[src/rtl/hall_decoder_if.sv]
// Hall decoder signal bundle: raw sensor input plus decoded position/speed status.
// Optional HALL_REV_PERIOD_EN adds the per-revolution period sum.
interface hall_decoder_if #(
    parameter int unsigned PERIOD_WIDTH = 20
);
    logic [2:0]              HS;
    logic [2:0]              sector;
    logic                    sector_valid;
    logic                    step_pulse;
    logic                    direction;
    logic [PERIOD_WIDTH-1:0] period;
    logic                    period_valid;
    logic                    locked;
    logic                    stalled;
    logic                    hall_error;
`ifdef HALL_REV_PERIOD_EN
    logic [PERIOD_WIDTH+2:0] rev_period;
    logic                    rev_valid;

    modport master (
        output HS,
        input  sector, sector_valid, step_pulse, direction, period, period_valid,
        input  locked, stalled, hall_error, rev_period, rev_valid
    );
    modport slave (
        input  HS,
        output sector, sector_valid, step_pulse, direction, period, period_valid,
        output locked, stalled, hall_error, rev_period, rev_valid
    );
`else
    modport master (
        output HS,
        input  sector, sector_valid, step_pulse, direction, period, period_valid,
        input  locked, stalled, hall_error
    );
    modport slave (
        input  HS,
        output sector, sector_valid, step_pulse, direction, period, period_valid,
        output locked, stalled, hall_error
    );
`endif
endinterface

[src/rtl/hall_decoder.sv]
// Hall sensor synchronizer, deglitch filter, sector decoder and speed/lock tracker.
// Define HALL_REV_PERIOD_EN to add the rolling sum of the last six step periods.
module hall_decoder #(
    parameter int unsigned SYNC_STAGES   = 2,
    parameter int unsigned FILTER_CYCLES = 16,
    parameter int unsigned PERIOD_WIDTH  = 20,
    parameter int unsigned STALL_CYCLES  = 270000,
    parameter int unsigned LOCK_STEPS    = 6
) (
    input logic           clk,
    input logic           rst,
    hall_decoder_if.slave hall_io
);
    localparam int unsigned FCW = (FILTER_CYCLES > 1) ? $clog2(FILTER_CYCLES) : 1;
    localparam int unsigned CCW = $clog2(LOCK_STEPS + 1);
    localparam logic [FCW-1:0]          FiltLast  = FCW'(FILTER_CYCLES - 1);
    localparam logic [CCW-1:0]          LockMax   = CCW'(LOCK_STEPS);
    localparam logic [PERIOD_WIDTH-1:0] PMax      = '1;
    localparam logic [PERIOD_WIDTH-1:0] StallLast = PERIOD_WIDTH'(STALL_CYCLES - 1);

    typedef enum logic [1:0] {StStalled, StSeeking, StLocked, StFault} state_e;

    logic [SYNC_STAGES-1:0][2:0] sync_q;
    logic [2:0]                  synced;
    logic [2:0]                  cand_q, cand_d, filt_q, filt_d;
    logic [FCW-1:0]              fcnt_q, fcnt_d;
    logic                        accept;

    logic [2:0]              sector_q, sector_d;
    logic                    sv_q, sv_d, step_q, step_d, dir_q, dir_d, err_q, err_d;
    logic [PERIOD_WIDTH-1:0] period_q, period_d, pcnt_q, pcnt_d;
    logic                    pv_q, pv_d, seen_q, seen_d;
    logic [CCW-1:0]          consec_q, consec_d;
    state_e                  state_q, state_d;

    logic [2:0] new_sec, delta;
    logic       new_ok, fwd;

    function automatic logic [3:0] decode(input logic [2:0] code);
        unique case (code)
            3'b001:  decode = {1'b1, 3'd0};
            3'b011:  decode = {1'b1, 3'd1};
            3'b010:  decode = {1'b1, 3'd2};
            3'b110:  decode = {1'b1, 3'd3};
            3'b100:  decode = {1'b1, 3'd4};
            3'b101:  decode = {1'b1, 3'd5};
            default: decode = 4'b0000;
        endcase
    endfunction

    assign synced = sync_q[SYNC_STAGES-1];

    // Candidate tracks the synced code; it is accepted once stable for FILTER_CYCLES cycles.
    always_comb begin
        cand_d = cand_q;
        fcnt_d = fcnt_q;
        accept = 1'b0;
        if (synced != cand_q) begin
            cand_d = synced;
            fcnt_d = '0;
        end else if (cand_q != filt_q) begin
            if (fcnt_q == FiltLast) accept = 1'b1;
            else                    fcnt_d = fcnt_q + 1'b1;
        end
    end

    assign {new_ok, new_sec} = decode(cand_q);
    // Modulo-6 distance in 3-bit arithmetic.
    assign delta = (new_sec >= sector_q) ? (new_sec - sector_q) : (new_sec + 3'd6 - sector_q);
    assign fwd   = (delta == 3'd1);

    always_comb begin
        sector_d = sector_q;
        sv_d     = sv_q;
        step_d   = 1'b0;
        dir_d    = dir_q;
        period_d = period_q;
        pv_d     = pv_q;
        err_d    = 1'b0;
        state_d  = state_q;
        consec_d = consec_q;
        seen_d   = seen_q;
        filt_d   = filt_q;
        pcnt_d   = (pcnt_q == PMax) ? pcnt_q : pcnt_q + 1'b1;
        if (accept) begin
            filt_d = cand_q;
            if (!new_ok) begin
                err_d    = 1'b1;
                sv_d     = 1'b0;
                state_d  = StFault;
                pv_d     = 1'b0;
                seen_d   = 1'b0;
                consec_d = '0;
            end else if (!sv_q) begin
                sector_d = new_sec;
                sv_d     = 1'b1;
                pcnt_d   = '0;
                pv_d     = 1'b0;
                seen_d   = 1'b0;
                if (state_q == StFault) begin
                    state_d  = StSeeking;
                    consec_d = '0;
                end
            end else if (delta == 3'd1 || delta == 3'd5) begin
                sector_d = new_sec;
                step_d   = 1'b1;
                dir_d    = fwd;
                pcnt_d   = '0;
                period_d = (pcnt_q == PMax) ? PMax : pcnt_q + 1'b1;
                pv_d     = seen_q;
                seen_d   = 1'b1;
                if ((state_q == StSeeking || state_q == StLocked) && fwd == dir_q) begin
                    consec_d = (consec_q == LockMax) ? consec_q : consec_q + 1'b1;
                end else begin
                    consec_d = CCW'(1);
                end
                state_d = (consec_d == LockMax) ? StLocked : StSeeking;
            end else begin
                sector_d = new_sec;
                err_d    = 1'b1;
                consec_d = '0;
                pcnt_d   = '0;
                pv_d     = 1'b0;
                seen_d   = 1'b0;
                if (state_q == StLocked) state_d = StSeeking;
            end
        end else if (pcnt_q == StallLast) begin
            state_d  = StStalled;
            pv_d     = 1'b0;
            seen_d   = 1'b0;
            consec_d = '0;
        end
    end

    always_ff @(posedge clk or posedge rst) begin
        if (rst) begin
            sync_q   <= '0;
            cand_q   <= '0;
            filt_q   <= '0;
            fcnt_q   <= '0;
            sector_q <= '0;
            sv_q     <= 1'b0;
            step_q   <= 1'b0;
            dir_q    <= 1'b1;
            period_q <= '0;
            pcnt_q   <= '0;
            pv_q     <= 1'b0;
            seen_q   <= 1'b0;
            err_q    <= 1'b0;
            consec_q <= '0;
            state_q  <= StStalled;
        end else begin
            sync_q   <= {sync_q[SYNC_STAGES-2:0], hall_io.HS};
            cand_q   <= cand_d;
            filt_q   <= filt_d;
            fcnt_q   <= fcnt_d;
            sector_q <= sector_d;
            sv_q     <= sv_d;
            step_q   <= step_d;
            dir_q    <= dir_d;
            period_q <= period_d;
            pcnt_q   <= pcnt_d;
            pv_q     <= pv_d;
            seen_q   <= seen_d;
            err_q    <= err_d;
            consec_q <= consec_d;
            state_q  <= state_d;
        end
    end

    assign hall_io.sector       = sector_q;
    assign hall_io.sector_valid = sv_q;
    assign hall_io.step_pulse   = step_q;
    assign hall_io.direction    = dir_q;
    assign hall_io.period       = period_q;
    assign hall_io.period_valid = pv_q;
    assign hall_io.locked       = (state_q == StLocked);
    assign hall_io.stalled      = (state_q == StStalled);
    assign hall_io.hall_error   = err_q;

`ifdef HALL_REV_PERIOD_EN
    logic [5:0][PERIOD_WIDTH-1:0] hist_q, hist_d;
    logic [PERIOD_WIDTH+2:0]      rsum_q, rsum_d;
    logic [2:0]                   rcnt_q, rcnt_d;

    // History follows period_valid: cleared whenever it drops, fed by every valid period.
    always_comb begin
        hist_d = hist_q;
        rsum_d = rsum_q;
        rcnt_d = rcnt_q;
        if (!pv_d) begin
            hist_d = '0;
            rsum_d = '0;
            rcnt_d = '0;
        end else if (step_d) begin
            hist_d = {hist_q[4:0], period_d};
            rsum_d = rsum_q + {3'b000, period_d} - {3'b000, hist_q[5]};
            rcnt_d = (rcnt_q == 3'd6) ? rcnt_q : rcnt_q + 1'b1;
        end
    end

    always_ff @(posedge clk or posedge rst) begin
        if (rst) begin
            hist_q <= '0;
            rsum_q <= '0;
            rcnt_q <= '0;
        end else begin
            hist_q <= hist_d;
            rsum_q <= rsum_d;
            rcnt_q <= rcnt_d;
        end
    end

    assign hall_io.rev_period = rsum_q;
    assign hall_io.rev_valid  = (rcnt_q == 3'd6);
`endif
endmodule

[src/flat_wrapper.sv]
// flat-port wrapper written by rule: the top's interface ports become plain ports
module hall_decoder_flat 
#(
    parameter int unsigned SYNC_STAGES   = 2,
    parameter int unsigned FILTER_CYCLES = 16,
    parameter int unsigned PERIOD_WIDTH  = 20,
    parameter int unsigned STALL_CYCLES  = 270000,
    parameter int unsigned LOCK_STEPS    = 6
)
  (clk, rst, hall_io_HS, hall_io_sector, hall_io_sector_valid, hall_io_step_pulse, hall_io_direction, hall_io_period, hall_io_period_valid, hall_io_locked, hall_io_stalled, hall_io_hall_error);
  hall_decoder_if #(.PERIOD_WIDTH(PERIOD_WIDTH)) hall_io_i ();
  input logic clk;
  input logic rst;
  input wire logic [$bits(hall_io_i.HS)-1:0] hall_io_HS;
  output wire logic [$bits(hall_io_i.sector)-1:0] hall_io_sector;
  output wire logic [$bits(hall_io_i.sector_valid)-1:0] hall_io_sector_valid;
  output wire logic [$bits(hall_io_i.step_pulse)-1:0] hall_io_step_pulse;
  output wire logic [$bits(hall_io_i.direction)-1:0] hall_io_direction;
  output wire logic [$bits(hall_io_i.period)-1:0] hall_io_period;
  output wire logic [$bits(hall_io_i.period_valid)-1:0] hall_io_period_valid;
  output wire logic [$bits(hall_io_i.locked)-1:0] hall_io_locked;
  output wire logic [$bits(hall_io_i.stalled)-1:0] hall_io_stalled;
  output wire logic [$bits(hall_io_i.hall_error)-1:0] hall_io_hall_error;
  assign hall_io_i.HS = hall_io_HS;
  assign hall_io_sector = hall_io_i.sector;
  assign hall_io_sector_valid = hall_io_i.sector_valid;
  assign hall_io_step_pulse = hall_io_i.step_pulse;
  assign hall_io_direction = hall_io_i.direction;
  assign hall_io_period = hall_io_i.period;
  assign hall_io_period_valid = hall_io_i.period_valid;
  assign hall_io_locked = hall_io_i.locked;
  assign hall_io_stalled = hall_io_i.stalled;
  assign hall_io_hall_error = hall_io_i.hall_error;
  hall_decoder #(.SYNC_STAGES(SYNC_STAGES), .FILTER_CYCLES(FILTER_CYCLES), .PERIOD_WIDTH(PERIOD_WIDTH), .STALL_CYCLES(STALL_CYCLES), .LOCK_STEPS(LOCK_STEPS)) u_core (.clk(clk), .rst(rst), .hall_io(hall_io_i));
endmodule
[config.mk]
export PLATFORM = sky130hd
export DESIGN_NAME = hall_decoder_flat
export DESIGN_NICKNAME = d
export VERILOG_FILES = /design/src/rtl/hall_decoder_if.sv /design/src/rtl/hall_decoder.sv /design/src/flat_wrapper.sv
export SDC_FILE = /design/constraint.sdc
export NUM_CORES = 1
export LEC_CHECK = 0
export ABC_AREA = 1
export CORE_MARGIN = 1
export CORE_UTILIZATION = 40
export DETAILED_ROUTE_END_ITERATION = 8
export PLACE_DENSITY = 0.69
export SLEW_MARGIN = 15
export SYNTH_ARGS = -nofsm -noshare
export SYNTH_HDL_FRONTEND = slang
export SYNTH_SLANG_ARGS = --single-unit
[constraint.sdc]
create_clock -name clk -period 3.4 [get_ports clk]
set_clock_uncertainty 0.15 [all_clocks]
set_input_delay 1.02 -clock clk [delete_from_list [all_inputs] [get_ports clk]]
set_output_delay 1.02 -clock clk [all_outputs]
set_load 0.01 [all_outputs]
---- After elaboration in Yosys (flattened, before gate mapping) ----
Cells that the tools add are included.
cells by class
  add/sub/neg operators ................... 6
  order comparisons ....................... 1
  eq/ne operators ......................... 22
  multiplexer cells ....................... 47
  reduce and logical (&&, ||, !) cells .... 11
operator list
  operator                                          number
  2-to-1 mux 20 bit                                 4
  2-to-1 mux 3 bit                                  13
  case mux 4 bit (6 select lines)                   1
  adder 20 x 1 -> 20 bit (second input constant)    1
  == test 20 x 19 -> 1 bit (second input constant)  1
  == test 20 bit (second input constant)            1
  == test 3 bit (second input constant)             6
  2-to-1 mux 1 bit                                  18
  2-to-1 mux 2 bit                                  8
  2-to-1 mux 4 bit                                  3
  == test 3 x 1 -> 1 bit (second input constant)    2
  == test 3 x 2 -> 1 bit (second input constant)    2
  inequality test 3 bit                             2
  AND reduction 2 bit                               3
  subtractor 3 bit                                  2
  inequality test 5 bit (second input constant)     1
  adder 4 x 1 -> 4 bit (second input constant)      1
  == test 2 bit (second input constant)             2
  == test 4 bit (second input constant)             1
  inequality test 4 bit (second input constant)     1
  AND reduction 4 bit                               1
  nonzero test 2 bit                                2
  adder 3 x 1 -> 3 bit (second input constant)      1
  adder 3 bit (second input constant)               1
  other kinds (8)                                   9
storage, ports and cells
  bits in registers ....................... 70
  bits of input ports ..................... 5
  output and inout port bits .............. 30
  word-level logic and storage cells ...... 103

---- Depth between registers and ports, before layout ----
Gate-level depths: netlist (run 1).
  depth in word-level cells ............... 19
  mapped depth ............................ 20
  depth with buffers taken out ............ 19

---- Least setup slack after synthesis (run 1) ----
No wires, ideal clock.
  path kind ............................... register -> register
  start ................................... register u_core.cand_q[0]
  end ..................................... register u_core.period_q[14], in the netlist u_core.hall_io.period[14]
  data arrival time ....................... 2.354 ns
  data required time ...................... 3.127 ns
  setup slack ............................. 0.773 ns
  cell stages (with the launch flop) ...... 16
  path buffers ............................ 2
  cell sequence ........................... dfrtp_1 buf_4 nor2_1 nor2_1 nor2_1 ha_1 fa_1 nand3_1 nand2_1 nor2_1 nand2_2 nor2_8 inv_4 buf_6 nand2_1 nand2_1
on the way
  word-level cells in the longest chain between the ends .. 8
RTL lines
  what                                                     RTL line             RTL
  start: declaration                                       hall_decoder.sv:25   logic [2:0] cand_q, cand_d, filt_q, filt_d;
  start signal: assignment                                 hall_decoder.sv:154  cand_q <= cand_d;
  == test 3 bit (tied with other cells)                    hall_decoder.sv:40   unique case (code)
  case mux 4 bit (6 select lines)                          hall_decoder.sv:40
  adder 3 bit                                              hall_decoder.sv:69   assign delta = (new_sec >= sector_q) ? (new_sec - sector_q) : (new_sec + 3'd6 - sector_q);
  subtractor 3 bit                                         hall_decoder.sv:69
  2-to-1 mux 3 bit                                         hall_decoder.sv:69
  == test 3 x 1 -> 1 bit or == test 3 bit (tied branches)  hall_decoder.sv:104  end else if (delta == 3'd1 || delta == 3'd5) begin
  logical OR 1 bit                                         hall_decoder.sv:104
  AND reduction 4 bit (no source line) *                   -
  end signal: assignment                                   hall_decoder.sv:161  period_q <= period_d;
  end: declaration                                         hall_decoder.sv:31   logic [PERIOD_WIDTH-1:0] period_q, period_d, pcnt_q, pcnt_d;
Mark *: on every way between the ends. The rest lies on a longest branch, timed or not.
A chain may end at the register's enable or synchronous reset.

---- Final worst setup path (run 1) ----
  start ................................... register u_core.cand_q[1]
  end ..................................... register u_core.period_q[5], in the netlist u_core.hall_io.period[5]
Same word-level chain as after synthesis.

==> results of run 1 <==
-- synthesized netlist by cell type --
cell        n
nand2_1   128
dfrtp_1    69
inv_1      67
nor2_1     42
nand3_1    31
o21ai_0    22
ha_1       13
o21ai_1    11
xor2_1     10
a21oi_1     7
clkbuf_1    6
nand4_1     6
nor3_1      6
xnor2_1     6
buf_6       5
buf_4       3
nand3b_1    3
xnor2_2     3
inv_2       2
nand2_2     2
nor4_1      2
o21ai_2     2
a31oi_1     1
clkbuf_2    1
dfstp_2     1
fa_1        1
inv_4       1
nand3_2     1
nor2_2      1
nor2_4      1
nor2_8      1
nor3_4      1
o21a_1      1
o22ai_1     1
o31ai_1     1
or2_2       1
-- per-layer routing --
metal,global-route usage [%],routed length [um],up-vias
met5,0,0,-
met4,6.085,76,0
met3,4.184,237,8
met2,28.93,3763,47
met1,22.92,3803,1432
li1,-,-,1495
-- cells by family (layout without fill, tap and decap cells) --
logic type / Yosys count / after routing / synth area share, %
buffers and inverters: 85 / 124 / 9.990
XOR/XNOR: 19 / 19 / 5.079
AO/OA/AOI/OAI: 46 / 46 / 6.593
flip-flops: 70 / 70 / 47.12
AND/OR/NAND/NOR: 226 / 226 / 26.30
adder cells (fa/ha/maj): 14 / 14 / 4.911
-- sequential cells by signal, indices dropped and copies added (netlist names), 2 cells and up --
register	cells
u_core.consec_q	3
u_core.pcnt_q	20
u_core.filt_q	3
u_core.cand_q	3
u_core.hall_io.period	20
u_core.state_q	2
u_core.fcnt_q	4
u_core.synced	3
u_core.hall_io.sector	3
u_core.sync_q	3
-- power groups by stage --
stage | combinational, mW | sequential (mW) | clock [mW]
2_1_floorplan | 0.0657 | 0.866 | 0
3_3_place_gp | 0.0769 | 0.870 | 0
3_5_place_dp | 0.0798 | 0.871 | 0
4_1_cts | 0.0803 | 0.855 | 0.760
5_1_grt | 0.0935 | 0.856 | 0.798
6_report | 0.0781 | 0.855 | 0.742
-- worst register-to-register path: stages, from the launching register on --
cell,delay [ns]
dfrtp_1,0.52
nand2_1,0.11
nand2_1,0.09
nor2_1,0.04
nor2_1,0.12
ha_1,0.22
fa_1,0.46
nand3_1,0.12
nand2_1,0.06
nor2_1,0.21
nand2_2,0.14
nor2_8,0.27
buf_4,0.24
nor2_1,0.05
a31oi_1,0.13
-- placed cells by master, fill, tap and decap left out, drive strengths merged --
master	n
a21oi	7
a31oi	1
buf	4
bufinv	2
clkbuf	13
clkdlybuf4s50	34
clkinvlp	1
dfrtp	69
dfstp	1
fa	1
ha	13
inv	70
nand2	130
nand3	32
nand3b	3
nand4	6
nor2	45
nor3	7
nor4	2
o21a	1
o21ai	35
o22ai	1
o31ai	1
or2	1
xnor2	9
xor2	10
-- path summary, 6_finish.rpt --
kind | start | endpoint | slack (ns) | cells after the start
worst max register to register | u_core.cand_q[1] | u_core.hall_io.period[5] | 0.37 | 14
worst min-delay path | u_core.sync_q[2] | u_core.synced[2] | 0.20 | 0
min in group asynchronous | rst | u_core.hall_io.period[12] | 0.89 | 2
max in group asynchronous | rst | u_core.filt_q[0] | 1.54 | 3
worst min register to register | u_core.sync_q[2] | u_core.synced[2] | 0.20 | 0
worst max-delay path | u_core.cand_q[1] | u_core.hall_io.period[5] | 0.37 | 14
-- area by class of cell --
cell class / count / area [um^2]
Fill cell: 839 / 4501
Sequential cell: 70 / 1753
Clock inverter: 3 / 67.56
Tap cell: 108 / 135.1
Timing Repair Buffer: 38 / 382.9
Multi-Input combinational cell: 305 / 1595
Inverter: 70 / 265.3
Clock buffer: 13 / 148.9
-- stage by stage --
stage | power [mW] | area (um^2) | hold slack (ns)
after floorplan | 0.9315 | 3720 | 0.1812
after CTS | 1.695 | 4348 | 0.2035
after detailed placement | 0.9510 | 4131 | 0.1864
after global placement | 0.9471 | 4131 | 0.1848
after global routing | 1.747 | 4348 | 0.2068
final | 1.675 | 4348 | 0.1995
==> metrics.txt, run 1 <==
status finished, final reports clean; Crit Path Max Fanout 17; num rows 34; number of warnings issued by yosys 0; Synth area leader dfrtp_1; final worst-path cycle share 89.18%; CP peak stage delay roughly 0.52 ns; CP arrival 3.15 ns; HP Class reg2reg; Layout area overhead 16.89%; Tmin final slightly above 3 ns; CTS hold repair buffers 0; Reg power frac between 50% and 60%; clk slew on worst S/H paths approximately 0.07 ns; MaxCap Viol Count 0; Setup WS post-layout approximately 0.37 ns; layout cell share with drive strength beyond 1 between 7 and 8%; Internal Power ~1.3 mW; Clock Path Buffers 2; CP bufs+invs 1; P per Cell Area 385.2 mW/mm^2; Comb pwr share ~4.7%; final hold vios 0; pin count of the biggest net entering global routing 28; Worst VDD drop 198.7 uV; CP cell instances nand2_1 -> nand2_1 -> nor2_1 -> nor2_1 -> ha_1 -> fa_1 -> nand3_1 -> nand2_1 -> nor2_1 -> nand2_2 -> nor2_8 -> buf_4 -> nor2_1 -> a31oi_1; Crit Path Class reg2reg; Switching Share between 20% and 30%; final core occ between 40% and 50%; antenna violation net count after detailed routing 0; Worst setup EP type flip-flop; worst skew pair latency between 0.3 and 0.4 ns; Vias ~3000; Mapped Nets roughly 480; global-route wire length before repair about 14 mm; post-DP HPWL 5.825 mm; vias in the first global route between 2000 and 3000; Ports 35; gr usage total 17.62%; Post-Place Worst Slack roughly 0.4 ns; gpl congestion approximately 0.88; Critical Path Start Type flip-flop; Post-Syn Area ~0.0037 mm^2; Slew HR approximately three fifths; CTS Sinks 70; Starting Density 42.04%; leak pwr between 2 and 2.5 nW; root buffer cell clkbuf_8; Total Wirelength between 7 and 8 mm; ANT cells 0; Finished Layout Cells 607; Via density 4.913; # nets final around 510; Die Width ~98 um; TritonCTS clock tree yes; CTS buffer count 9; cts repair resizes 0; Clk pwr share around 44%; Setup TNS 0 ns; Worst-Margin Slew a little under 0.6 ns; count of cell types in the netlist 36; top post-synthesis cells by area dfrtp_1 46%, nand2_1 13%, inv_1 6.8%, ha_1 4.4%, nor2_1 4.2%; Die Y-Extent 98.44 um; share of Yosys cell area claimed by the top area cell type 46.42%; quantity of I/O buffers inserted on ports 34; H-tree depth 3; die area between 0.009 and 0.01 mm^2; initial antenna violation count 0; slowest CP cell dfrtp_1; Post-route DRC 0; RSZ-0062 raised after global routing false; Core ar. between 0.008 and 0.009 mm^2; DR WL/cell approximately 13 um; GRT Residual Overflow 0; postcts setup bufs 0; syn avg cell area slightly above 8 um^2; flops & latches, synth 70; register area share after synthesis 47.12%; number of DRC markers in iteration 0 approximately 160; CP most frequent cell nor2_1; pins over their slew limit 0; Data required, critical path 3.52 ns; fmax between 300 and 400 MHz; Initial DRT Pass Iterations 6; final setup violation count 0; cell family with most CP delay simple AND/OR/NAND/NOR gates; Placed Instances 591; net switching power between 0.3 and 0.4 mW; Cells after Synth 460
Note: power is estimated with default switching activity, not from simulation.
==> run 2: changes to the inputs <==
--- a/config.mk
+++ b/config.mk
@@ -7,9 +7,9 @@
 export LEC_CHECK = 0
 export ABC_AREA = 1
 export CORE_MARGIN = 1
-export CORE_UTILIZATION = 40
+export CORE_UTILIZATION = 30
 export DETAILED_ROUTE_END_ITERATION = 8
-export PLACE_DENSITY = 0.69
+export PLACE_DENSITY = 0.57
 export SLEW_MARGIN = 15
 export SYNTH_ARGS = -nofsm -noshare
 export SYNTH_HDL_FRONTEND = slang
==> run 2 against run 1 <==
Net effect: sequential power barely moved; worst setup slack better by 0.0040 ns; die area rose by 33%; design area is 4.7% higher; global-route usage decreased by 3.6 points; wire length rose by 2.1%; clock power increased by 37%; fmax up 0.13%; critical path type unchanged; highest routed layer unchanged.
==> metrics.txt, run 2 (synthesis gave the netlist of run 1 again) <==
Comb pwr share 4.3% (-0.4 points); Vias 2975 (-0.23%); CTS Sinks 70 (unchanged); num rows 40 (+18%); final setup violation count 0 (unchanged); cts repair resizes 0 (unchanged); Switching Share 21.28% (-0.62 points); Filler cells 1217 (+45%); status finished, final reports clean; WHS Path Cells 0 (unchanged); Clock Path Buffers 2 (unchanged); DR WL/cell 12.04 um (-7.3%); CP arrival 3.10 ns (-0.05 ns); Worst VDD drop 264.9 uV (+33%); CTS hold repair buffers 0 (unchanged); GRT Residual Overflow 0 (unchanged); Worst setup EP type flip-flop; postcts setup bufs 0 (unchanged); layout cell share with drive strength beyond 1 7.600% (+0.59 points); quantity of I/O buffers inserted on ports 34 (unchanged); Data required, critical path 3.47 ns (-0.05 ns); Clk pwr share 52.0% (+7.7 points); clk slew on worst S/H paths 0.06 ns (about the same); hold_sp u_core.sync_q[1]; H-tree depth 3 (unchanged); reg-to-reg setup timing slack 0.37 ns (about the same); R2R depth 14 (unchanged); # nets final 514 (+0.19%); Starting Density 30.84% (-11 points); Tmin final 3.028 ns (-0.004016 ns); MaxCap Viol Count 0 (unchanged); TritonCTS clock tree yes; number of DRC markers in iteration 0 129 (-18%); Reg area 0.001753 mm^2 (unchanged); Crit Path Max Fanout 22 (+5); Reg power frac 43.7% (-7.4 points); Die Y-Extent 113.4 um (+15%); FF-to-FF Start u_core.cand_q[1]; Total Wirelength 8.042 mm (+2.1%); most frequent cells in the layout 128 x nand2_1, 69 x dfrtp_1, 66 x inv_1; die area 0.01285 mm^2 (+33%); Die Width 113.4 um (+15%); global-route wire length before repair 13.98 mm (+2.8%); final worst-path cycle share 89.06% (-0.12 points); Initial DRT Pass Iterations 4 (-2); worst skew pair latency 0.33 ns (-0.02 ns); leak pwr 2.362 nW (+2.3%); RSZ-0062 raised after global routing false; RR Endpoint u_core.hall_io.period[0]; pins over their slew limit 0 (unchanged); Hold Path Sink u_core.synced[1]; Worst-Margin Slew 0.6062 ns (+0.02363 ns); gpl congestion 0.9011 (+2.4%); gr usage total 14.02% (-3.6 points); initial antenna violation count 0 (unchanged); Hold WS 0.1924 ns (-0.007061 ns); Setup TNS 0 ns (unchanged); Crit Path Class reg2reg; Via density 4.454 (-9.3%); P per Cell Area 429.6 mW/mm^2 (+12%); antenna violation net count after detailed routing 0 (unchanged); CTS buffer count 9 (unchanged); final hold vios 0 (unchanged); pin count of the biggest net entering global routing 27 (-3.6%); ANT cells 0 (unchanged); Slew HR 59.53% (-1.6 points); Layout area overhead 22.37%; post-DP HPWL 6.012 mm (+3.2%); Internal Power 1.539 mW (+18%); Core ar. 0.01206 mm^2 (+36%); Ports 35 (unchanged); area taken by multi-input logic gates 0.001595 mm^2 (unchanged); net switching power 0.4160 mW (+13%); fmax 330.2 MHz (+0.13%); HP Class reg2reg; most common cell after layout, fill and taps aside nand2_1; root buffer cell clkbuf_16; vias in the first global route 3043 (+3.0%); Critical Path Start Type flip-flop; Post-route DRC 0 (unchanged)
run 2: final cells by class:
cell class | count | share of cell area, %
Timing Repair Buffer | 39 | 8.851
Sequential cell | 70 | 38.51
Clock buffer | 11 | 5.333
Clock inverter | 5 | 1.814
Tap cell | 168 | 4.618
Inverter | 70 | 5.827
Multi-Input combinational cell | 305 | 35.05
run 2: worst max-delay path by stage:
stage / startpoint / to / slack, ns / depth (start not counted)
after floorplan: rst / u_core.cand_q[0] / 0.46 / 1
after detailed placement: u_core.cand_q[1] / u_core.hall_io.period[0] / 0.34 / 14
after global routing: u_core.cand_q[1] / u_core.hall_io.period[0] / 0.04 / 14
after CTS: u_core.cand_q[1] / u_core.hall_io.period[14] / 0.34 / 14
final: u_core.cand_q[1] / u_core.hall_io.period[0] / 0.37 / 14
after global placement: u_core.cand_q[1] / u_core.hall_io.period[1] / 0.47 / 14
run 2: through the flow:
step / setup slack [ns] / utilization (%) / std cells / power, mW / instance area (um^2)
6_report: 0.3720 / 37.74 / 668 / 1.955 / 4552
3_5_place_dp: 0.3411 / 35.04 / 652 / 0.9556 / 4227
5_1_grt: 0.04333 / 37.74 / 668 / 2.037 / 4552
2_1_floorplan: 0.4634 / - / 460 / 0.9315 / 3720
4_1_cts: 0.3381 / 37.74 / 668 / 1.988 / 4552
3_3_place_gp: 0.4711 / 35.04 / 652 / 0.9516 / 4227
run 2: power groups by stage:
stage	Sequential, mW	Clock (mW)	Combinational (mW)
after floorplan	0.866	0	0.0657
after global placement	0.869	0	0.0823
after detailed placement	0.870	0	0.0858
after CTS	0.855	1.05	0.0861
after global routing	0.855	1.08	0.0978
final	0.855	1.02	0.0832
run 2: layer usage:
layer	wire (um)	share of wire [%]	global-route usage, %	up-vias
li1	-	-	-	1497
met1	3720	46	16.97	1415
met2	3836	48	23.60	52
met3	349	4.3	3.910	11
met4	136	1.7	5.526	0
met5	0	0	0	-
run 2: worst max-delay path, cell delays in order (launching register included):
cell and delay (ns):
dfrtp_1 0.51, nand2_1 0.12, nand2_1 0.09, nor2_1 0.04, nor2_1 0.12, ha_1 0.23
fa_1 0.47, nand3_1 0.12, nand2_1 0.05, nor2_1 0.22, nand2_2 0.15, nor2_8 0.29
inv_4 0.17, nand2_1 0.11, o21ai_2 0.05
==> run 3: changes to the inputs <==
--- a/config.mk
+++ b/config.mk
@@ -10,6 +10,7 @@
 export CORE_UTILIZATION = 30
 export DETAILED_ROUTE_END_ITERATION = 8
 export PLACE_DENSITY = 0.57
+export REMOVE_ABC_BUFFERS = 1
 export SLEW_MARGIN = 15
 export SYNTH_ARGS = -nofsm -noshare
 export SYNTH_HDL_FRONTEND = slang
==> run 3 against run 2 <==
Net effect: non-clock buffer count decreased by 2; sequential power about the same; sequential share of layout area increased by 0.46 points; power decreased by 3.9%; hold slack improved by 0.0040 ns; clock power decreased by 7%; wire length decreased by 1.3%; utilization decreased by 0.45 points; die area unchanged; sequential cell count unchanged; combinational power decreased by 7.1%; worst setup slack improved by 0.031 ns.
==> metrics.txt, run 3 (synthesis gave the netlist of run 1 again) <==
slowest CP cell dfrtp_1; clk slew on worst S/H paths 0.06 ns (about the same); Crit Path Class reg2reg; WHS Path Cells 0 (unchanged); Worst-Margin Slew 0.4948 ns (-0.1113 ns); CP peak stage delay 0.51 ns (about the same); num rows 40 (unchanged); layout cell share with drive strength beyond 1 7.229% (-0.37 points); postcts setup bufs 0 (unchanged); Setup TNS 0 ns (unchanged); Clk pwr share 50.3% (-1.7 points); HP Class reg2reg; Data required, critical path 3.46 ns (about the same); final worst-path cycle share 88.16% (-0.90 points); reg-to-reg setup timing slack 0.40 ns (+0.03 ns); initial antenna violation count 0 (unchanged); Comb pwr share 4.1% (-0.2 points); R2R depth 14 (unchanged); Initial DRT Pass Iterations 4 (unchanged); ANT cells 0 (unchanged); RSZ-0062 raised after global routing false; vias in the first global route 2975 (-2.2%); antenna violation net count after detailed routing 0 (unchanged); Setup WS post-layout 0.4026 ns (+0.03066 ns); Via density 4.413 (-0.91%); Core ar. 0.01206 mm^2 (unchanged); net switching power 0.4319 mW (+3.8%); Ports 35 (unchanged); Reg area 0.001753 mm^2 (unchanged); cts repair resizes 0 (unchanged); fmax 333.6 MHz (+1.0%); number of DRC markers in iteration 0 142 (+10%); Slew HR 66.96% (+7.4 points); Critical Path Start Type flip-flop; Placed Instances 650 (-0.31%); CTS buffer count 9 (unchanged); P per Cell Area 417.7 mW/mm^2 (-2.8%); Starting Density 30.84% (unchanged); worst skew pair latency 0.33 ns (about the same); GRT Max-Usage Layer met2; Tmin final 2.997 ns (-0.03066 ns); post-DP HPWL 5.639 mm (-6.2%); # nets final 512 (-0.39%); quantity of I/O buffers inserted on ports 34 (unchanged); Hold WS 0.1964 ns (+0.003985 ns); Layout area overhead 20.92%; CTS Sinks 70 (unchanged); Finished Layout Cells 666 (-0.30%); Hold Path Sink u_core.synced[0]; CP cell instances nand2_1 -> nand2_1 -> nor2_1 -> nor2_1 -> ha_1 -> fa_1 -> nand3_1 -> nand2_1 -> nor2_1 -> nand2_2 -> nor2_8 -> inv_4 -> nand2_1 -> o21ai_2; leak pwr 2.347 nW (-0.64%); Vias 2939 (-1.2%); CP most frequent cell nand2_1; final core occ 37.29% (-0.45 points); GRT Residual Overflow 0 (unchanged); final hold vios 0 (unchanged); M2 GR Usage 23.27% (-0.33 points); Total Wirelength 7.939 mm (-1.3%); global-route wire length before repair 14.07 mm (+0.64%); RR Endpoint u_core.hall_io.period[1]; pin count of the biggest net entering global routing 52 (+93%); most frequent cells in the layout 128 x nand2_1, 69 x dfrtp_1, 66 x inv_1; Clock Path Buffers 2 (unchanged); gr usage total 13.87% (-0.15 points); Post-Place Worst Slack 0.4072 ns (+0.06618 ns); Switching Share 22.99% (+1.7 points); FF-to-FF Start u_core.cand_q[1]; DR WL/cell 11.92 um (-0.98%); Worst VDD drop 216.8 uV (-18%); TritonCTS clock tree yes; Filler cells 1261 (+3.6%); Die Y-Extent 113.4 um (unchanged); Die Width 113.4 um (unchanged); H-tree depth 3 (unchanged); Reg power frac 45.6% (+1.9 points); met3 Use GR 2.839% (-1.1 points); final setup violation count 0 (unchanged); Internal Power 1.447 mW (-6.0%); pins over their slew limit 0 (unchanged); gpl congestion 0.9014 (about the same); met1 Usage GRT 17.92% (+0.96 points); Worst setup EP type flip-flop; CP arrival 3.06 ns (-0.04 ns); most common cell after layout, fill and taps aside nand2_1; Crit Path Max Fanout 22 (unchanged); root buffer cell clkbuf_16; status finished, final reports clean; die area 0.01285 mm^2 (unchanged); hold_sp u_core.sync_q[0]; area taken by multi-input logic gates 0.001595 mm^2 (unchanged); CTS hold repair buffers 0 (unchanged); Post-route DRC 0 (unchanged); MaxCap Viol Count 0 (unchanged)
-- run 3: changes by cell type in the layout (fill, tap and decap cells not counted), sizes merged --
cell and change:
inv +1, clkinv +4, clkbuf -1, clkinvlp -3
bufinv -1, buf -2
-- run 3: stage by stage --
| step | power (mW) | cell area, um^2 |
|---|---|---|
| floorplan | 0.9273 | 3613 |
| global placement | 0.9476 | 4199 |
| detailed placement | 0.9515 | 4199 |
| CTS | 1.904 | 4498 |
| global route | 1.949 | 4498 |
| finish | 1.879 | 4498 |
-- run 3: area by class of cell --
type / count / area share, %
multi-input combinational: 305 / 35.47
clock buffer: 10 / 5.090
sequential: 70 / 38.97
inverter: 70 / 5.897
timing repair buffer: 37 / 8.345
tap: 168 / 4.673
clock inverter: 6 / 1.558
-- run 3: per-layer routing --
metal	wire, um	share of wire (%)
met5	0	0
met3	303	3.8
met4	91	1.1
met2	3777	48
met1	3767	47
-- run 3: worst max-delay path: cells and delay by family, from the launching register on --
family | cells | cell delay [ns]
and+or+nand+nor | 10 | 1.29
adders and majority gates | 2 | 0.68
buffers and inverters | 1 | 0.17
AOI/OAI and AO/OA | 1 | 0.05
DFF | 1 | 0.51
-- run 3: worst max path at each step --
stage,startpoint,end,cells after the start
finish,u_core.cand_q[1],u_core.hall_io.period[1],14
global route,u_core.cand_q[1],u_core.hall_io.period[15],14
CTS,u_core.cand_q[1],u_core.hall_io.period[1],14
detailed placement,u_core.cand_q[1],u_core.hall_io.period[1],14
global placement,u_core.cand_q[1],u_core.hall_io.period[1],14
floorplan,rst,u_core.cand_q[0],1
-- run 3: power groups by stage --
stage	Sequential, mW	Clock, mW	Combinational, mW
detailed placement	0.872	0	0.0799
finish	0.856	0.945	0.0773
CTS	0.856	0.968	0.0795
floorplan	0.869	0	0.0583
global route	0.858	0.998	0.0925
global placement	0.871	0	0.0768
